### src/rtl/seg7_capture_if.sv
// Purpose: bundles the seven-segment capture strobe bus and the captured-word outputs.
// Latency: none, this is wiring only.
// Backpressure: none; the strobes are fire-and-forget and rd_en gates their sampling.
interface seg7_capture_if;
  logic        rd_en;
  logic [6:0]  seg_in;
  logic [2:0]  digit_sel;
  logic        digit_strobe;
  logic [31:0] value;
  logic        valid;
  logic        err;
  logic        timeout;
  logic [7:0]  digit_mask;

  // The source of the strobes (display scanner or testbench)
  modport master (
    output rd_en, seg_in, digit_sel, digit_strobe,
    input  value, valid, err, timeout, digit_mask
  );

  // The capture block
  modport slave (
    input  rd_en, seg_in, digit_sel, digit_strobe,
    output value, valid, err, timeout, digit_mask
  );
endinterface

### src/rtl/seg7_capture.sv
// Purpose: decodes strobed active-low 7-segment digits into nibbles and assembles a 32-bit word.
// Latency: valid/err pulse 1 cycle after the sampled strobe; timeout pulses at the edge ending
//          the TIMEOUT-th consecutive strobe-less cycle in COLLECT.
// Backpressure: none; strobes are ignored while rd_en=0, and no strobe is ever stalled.
module seg7_capture #(
  parameter int unsigned TIMEOUT = 1023
) (
  input  logic          clk,
  input  logic          rst,
  seg7_capture_if.slave bus
);

  typedef enum logic {IDLE, COLLECT} state_t;

  // The counter holds the number of strobe-less COLLECT cycles already elapsed,
  // so the cycle that would bring it to TIMEOUT is the expiry cycle.
  localparam logic [15:0] CNT_LAST = 16'(TIMEOUT - 1);

  state_t      state;
  logic [31:0] shadow;
  logic [31:0] value_q;
  logic [7:0]  mask_q;
  logic [15:0] idle_cnt;
  logic        valid_q;
  logic        err_q;
  logic        timeout_q;

  logic        sample;
  logic        dec_ok;
  logic [3:0]  dec_nib;
  logic [7:0]  sel_bit;
  logic [31:0] word_next;

  assign sample  = bus.rd_en & bus.digit_strobe;
  assign sel_bit = 8'(1) << bus.digit_sel;

  // Segment pattern to nibble lookup; anything outside the table is undecodable
  always_comb begin
    dec_ok  = 1'b1;
    dec_nib = 4'h0;
    case (bus.seg_in)
      7'b0000001: dec_nib = 4'h0;
      7'b1001111: dec_nib = 4'h1;
      7'b0010010: dec_nib = 4'h2;
      7'b0000110: dec_nib = 4'h3;
      7'b1001100: dec_nib = 4'h4;
      7'b0100100: dec_nib = 4'h5;
      7'b0100000: dec_nib = 4'h6;
      7'b0001111: dec_nib = 4'h7;
      7'b0000000: dec_nib = 4'h8;
      7'b0000100: dec_nib = 4'h9;
      7'b0001000: dec_nib = 4'hA;
      7'b1100000: dec_nib = 4'hB;
      7'b0110001: dec_nib = 4'hC;
      7'b1000010: dec_nib = 4'hD;
      7'b0110000: dec_nib = 4'hE;
      7'b0111000: dec_nib = 4'hF;
      default:    dec_ok  = 1'b0;
    endcase
  end

  // Shadow word with the nibble currently being decoded merged in
  always_comb begin
    word_next = shadow;
    word_next[{bus.digit_sel, 2'b00} +: 4] = dec_nib;
  end

  // Capture FSM: strobe handling has priority over timeout expiry
  always_ff @(posedge clk) begin
    if (rst) begin
      state     <= IDLE;
      shadow    <= '0;
      value_q   <= '0;
      mask_q    <= '0;
      idle_cnt  <= '0;
      valid_q   <= 1'b0;
      err_q     <= 1'b0;
      timeout_q <= 1'b0;
    end else begin
      valid_q   <= 1'b0;
      err_q     <= 1'b0;
      timeout_q <= 1'b0;
      if (sample) begin
        idle_cnt <= '0;
        if (dec_ok) begin
          shadow <= word_next;
          if ((mask_q | sel_bit) == 8'hFF) begin
            value_q <= word_next;
            valid_q <= 1'b1;
            mask_q  <= '0;
            state   <= IDLE;
          end else begin
            mask_q <= mask_q | sel_bit;
            state  <= COLLECT;
          end
        end else begin
          // The stale nibble stays in shadow; only its mask bit is dropped
          err_q  <= 1'b1;
          mask_q <= mask_q & ~sel_bit;
          state  <= ((mask_q & ~sel_bit) == 8'h00) ? IDLE : COLLECT;
        end
      end else if (state == COLLECT) begin
        if (idle_cnt >= CNT_LAST) begin
          timeout_q <= 1'b1;
          mask_q    <= '0;
          idle_cnt  <= '0;
          state     <= IDLE;
        end else begin
          idle_cnt <= idle_cnt + 16'd1;
        end
      end else begin
        idle_cnt <= '0;
      end
    end
  end

  assign bus.value      = value_q;
  assign bus.valid      = valid_q;
  assign bus.err        = err_q;
  assign bus.timeout    = timeout_q;
  assign bus.digit_mask = mask_q;

endmodule

### src/flat_wrapper.sv
// flat-port wrapper written by rule: the top's interface ports become plain ports
module seg7_capture_flat 
#(
  parameter int unsigned TIMEOUT = 1023
)
  (clk, rst, bus_rd_en, bus_seg_in, bus_digit_sel, bus_digit_strobe, bus_value, bus_valid, bus_err, bus_timeout, bus_digit_mask);
  seg7_capture_if bus_i ();
  input  logic clk;
  input  logic rst;
  input wire logic [$bits(bus_i.rd_en)-1:0] bus_rd_en;
  input wire logic [$bits(bus_i.seg_in)-1:0] bus_seg_in;
  input wire logic [$bits(bus_i.digit_sel)-1:0] bus_digit_sel;
  input wire logic [$bits(bus_i.digit_strobe)-1:0] bus_digit_strobe;
  output wire logic [$bits(bus_i.value)-1:0] bus_value;
  output wire logic [$bits(bus_i.valid)-1:0] bus_valid;
  output wire logic [$bits(bus_i.err)-1:0] bus_err;
  output wire logic [$bits(bus_i.timeout)-1:0] bus_timeout;
  output wire logic [$bits(bus_i.digit_mask)-1:0] bus_digit_mask;
  assign bus_i.rd_en = bus_rd_en;
  assign bus_i.seg_in = bus_seg_in;
  assign bus_i.digit_sel = bus_digit_sel;
  assign bus_i.digit_strobe = bus_digit_strobe;
  assign bus_value = bus_i.value;
  assign bus_valid = bus_i.valid;
  assign bus_err = bus_i.err;
  assign bus_timeout = bus_i.timeout;
  assign bus_digit_mask = bus_i.digit_mask;
  seg7_capture #(.TIMEOUT(TIMEOUT)) u_core (.clk(clk), .rst(rst), .bus(bus_i));
endmodule
### config.mk
export PLATFORM = sky130hd
export DESIGN_NAME = seg7_capture_flat
export DESIGN_NICKNAME = d
export VERILOG_FILES = /design/src/rtl/seg7_capture_if.sv /design/src/rtl/seg7_capture.sv /design/src/flat_wrapper.sv
export SDC_FILE = /design/constraint.sdc
export NUM_CORES = 1
export LEC_CHECK = 0
export CAP_MARGIN = 20
export CELL_PAD_IN_SITES_DETAIL_PLACEMENT = 1
export CELL_PAD_IN_SITES_GLOBAL_PLACEMENT = 1
export CORE_MARGIN = 4
export CORE_UTILIZATION = 35
export CTS_BUF_LIST = sky130_fd_sc_hd__clkbuf_16
export DETAILED_ROUTE_END_ITERATION = 8
export GPL_TIMING_DRIVEN = 0
export PLACE_DENSITY_LB_ADDON = 0.1
export SLEW_MARGIN = 20
export SYNTH_ARGS = -nofsm -noshare
export SYNTH_HDL_FRONTEND = slang
export SYNTH_SLANG_ARGS = --single-unit
### constraint.sdc
create_clock -name clk -period 2.6 [get_ports clk]
set_clock_uncertainty 0.05 [all_clocks]
set_input_delay 0.26 -clock clk [delete_from_list [all_inputs] [get_ports clk]]
set_output_delay 0.26 -clock clk [all_outputs]
set_load 0.02 [all_outputs]
==> results of run 1 <==
[worst max-delay path, cell delays in order]
cell and delay, ps:
clkdlybuf4s50_1 440, buf_2 200, and3b_1 190, o211ai_1 400
o311ai_4 240, o2111ai_4 290, buf_2 250, buf_4 220
nand2_1 70, a21oi_1 130
[cell usage after synthesis (2+ instances only)]
| library cell | count | area, sq um |
|---|---|---|
| o22ai_1 | 6 | 37.5 |
| buf_1 | 3 | 11.3 |
| buf_2 | 9 | 45.0 |
| and3b_1 | 3 | 26.3 |
| and3_1 | 3 | 18.8 |
| nor2_1 | 43 | 161 |
| clkbuf_1 | 12 | 45.0 |
| or3b_1 | 3 | 26.3 |
| nand3b_1 | 16 | 120 |
| mux2i_1 | 24 | 240 |
| buf_6 | 2 | 22.5 |
| a21oi_1 | 38 | 190 |
| inv_1 | 17 | 63.8 |
| nor4_1 | 4 | 25.0 |
| dfxtp_1 | 92 | 1840 |
| o32a_1 | 2 | 20.0 |
| o211ai_1 | 28 | 210 |
| nand3_1 | 21 | 105 |
| or3_1 | 7 | 43.8 |
| o311a_1 | 3 | 30.0 |
| nand2b_1 | 28 | 175 |
| o2111ai_1 | 2 | 17.5 |
| nor2b_1 | 6 | 37.5 |
| or2_2 | 3 | 18.8 |
| a31oi_1 | 6 | 37.5 |
| a211oi_1 | 6 | 45.0 |
| nor3_1 | 9 | 45.0 |
| nor3b_1 | 2 | 15.0 |
| xor2_1 | 6 | 52.6 |
| and2_1 | 2 | 12.5 |
| o311ai_4 | 2 | 52.6 |
| buf_4 | 4 | 30.0 |
| o21ai_0 | 21 | 105 |
| nand4_1 | 3 | 18.8 |
| ha_1 | 8 | 100 |
| nand2_1 | 60 | 225 |
| xnor2_1 | 3 | 26.3 |
| o21a_1 | 4 | 30.0 |
[repair_timing]
action / CTS / global route
setup endpoints to repair: 64 / 60
hold buffers: 0 / 0
resized for setup: 12 / 22
cloned: 0 / 1
pin swaps: 2 / 3
setup buffers: 0 / 3
[through the flow]
| step | setup TNS [ps] | setup slack (ps) | total power [mW] | area [sq um] |
|---|---|---|---|---|
| CTS | 0 | 15.6 | 3.08 | 5630 |
| finish | 0 | 114 | 3.06 | 5730 |
| detailed placement | -46120 | -992 | 1.70 | 5290 |
| global route | -8.23 | -5.30 | 3.18 | 5730 |
| global placement | -41530 | -884 | 1.69 | 5280 |
| floorplan | 0 | 364 | 1.61 | 4520 |
[sequential cells by signal (all words and copies together), names as in the netlist]
| signal | count |
|---|---|
| u_core.bus.valid | 1 |
| u_core.state | 1 |
| u_core.shadow | 32 |
| u_core.bus.timeout | 1 |
| u_core.bus.err | 1 |
| u_core.bus.value | 32 |
| u_core.bus.digit_mask | 8 |
| u_core.idle_cnt | 16 |
[cell type report]
type                            count  share of cell area
Multi-Input combinational cell    396               0.448
Sequential cell                    92               0.321
Timing Repair Buffer               58               0.100
Clock buffer                        9              0.0393
Tap cell                          172              0.0375
Buffer                             27              0.0271
Clock inverter                      7              0.0148
Inverter                           17              0.0111
[cells by family (layout without fill, tap and decap cells)]
logic type               after synthesis  count (layout)  synth area share
XOR/XNOR                               9               9            0.0175
adder cells (fa/ha/maj)                8               8            0.0222
flip-flops                            92              92             0.409
other                                  1               5          0.000832
AO/OA/AOI/OAI                        130             130             0.196
AND/OR/NAND/NOR                      220             220             0.253
multiplexers                          24              24            0.0533
buffers and inverters                 47             118            0.0483
[where the power goes]
part | switching, mW | total [mW] | internal, mW
Combinational | 0.170 | 0.260 | 0.0906
Sequential | 0.00270 | 1.42 | 1.42
Clock | 0.547 | 1.38 | 0.832
[layer usage]
metal / track usage / vias to the layer above / share of wire
met1: 0.251 / 2044 / 0.47
li1: - / 2033 / -
met4: 0.0357 / 2 / 0.0073
met3: 0.0485 / 10 / 0.030
met5: 0 / - / 0.00095
met2: 0.323 / 55 / 0.50
[how the worst min path moves through the flow]
stage	startpoint	end	slack, ps	cells after the start
after floorplan	u_core.idle_cnt[9]	u_core.idle_cnt[9]	390	2
after global placement	u_core.bus.value[14]	u_core.bus.value[14]	390	2
after detailed placement	u_core.bus.value[31]	u_core.bus.value[31]	400	2
after CTS	u_core.bus.value[31]	u_core.bus.value[31]	410	2
after global routing	bus_digit_sel[2]	u_core.bus.digit_mask[1]	420	4
final	bus_digit_sel[2]	u_core.bus.digit_mask[1]	350	4
==> results_dict.tcl, run 1 <==
set metrics [dict create \
    end_kind "flip-flop" \
    postSynthAreaPerCell_sq_um 8.49 \
    slew_headroom 0.486 \
    grt_pass1_wl_um 22200 \
    clk_pin_slew_ps 60 \
    min_path_type "input pin to flip-flop" \
    worst_ep_arrival_time_ps 2700 \
    layout_min_cycle_time_ps 2490 \
    powerDensity_mw_per_mm2 533 \
    multiInputGateArea_sq_mm 0.00257 \
    numCtsBuffers 9 \
    synthesis.area_sq_mm 0.00451 \
    dr_total_vias 4144 \
    leakage_nw 1.95 \
    hpwl_um 9870 \
    areaGrowthSynthToFinish_pct 27.2 \
    synth_ff_type "dfxtp_1" \
    worstSetupEndpoint "u_core.bus.value[10]" \
    root_buffer "clkbuf_16" \
    slew_viol_final 0 \
    syn_inst 531 \
    die-area_sq_mm 0.0148 \
    path_class "input pin to flip-flop" \
    synth-seq-area-share 0.409 \
    htreeDepth 3 \
    synth-edff-count 0 \
    finalCritPeriodShare 0.956 \
    path_max_fanout 10 \
    finalSetupViolCount 0 \
    final_cell_mix "92 x dfxtp_1, 60 x nand2_1, 48 x clkdlybuf4s50_1, 37 x a21oi_1, 35 x nor2_1" \
    grt_max_degree 15 \
    cts_tree "built" \
    wirelength_um 13700 \
    worstSetupStartpointType "input pin" \
    hold_viol_final 0 \
    drt_iter0_drc 216 \
    rrSetupSlack_ps 430 \
    synthDistinctLibCells 58 \
    n_fill_cell 1525 \
    ant_nets 0 \
    io_pins 57 \
    drt_pre_antenna_iters 4 \
    final_cells 778 \
    initial_utilization 0.357 \
    nNetsFinal 623 \
    clkSinkCount 92 \
    status "finished clean" \
    num_rows 41 \
    cp.required_ps 2820 \
    clock_latency_ps 340 \
    crit_start "bus_seg_in[5]" \
    wl_per_cell_um 17.6 \
    final_common_cell "dfxtp_1" \
    tightest_slew_ps 765 \
    routabilityCongestion 0.838 \
    drc 0 \
    core_area_sq_mm 0.0126 \
    yosysWarnings 0 \
    maxCapViolCount 0 \
    first_global_vias 4230 \
    ir_drop_uv 362 \
    ff2ff_path_depth 7 \
    async_reset_ff_frac 0 \
    dp_cells 761 \
    r2r-start "u_core.bus.digit_mask[1]" \
    r2r-end "u_core.bus.value[0]" \
    grt_usage 0.192 \
    hold_ws_ps 349 \
    grt.overflow.total 0 \
    layout-drive-gt1-share 0.101 \
    fmax_mhz 402 \
    grt_antenna_before_repair 1 \
    die_h_um 121 \
    die_w_um 121 \
    ctsLongestPathBuffers 2 \
    seq_area_sq_mm 0.00184 \
    post-route-util 0.454 \
    num_antenna_cells 0 \
    ys_seq_elements 92 \
    vias_per_cell 5.33 \
    port_buffers 54 \
]
No activity file was read; power rests on OpenSTA's default activity.
==> inputs of run 2 (changes only) <==
Settings changed: HOLD_SLACK_MARGIN set to 0.12.
==> results of run 2 <==
Same layout as run 1: the final DEF is identical, and so are final timing and power.
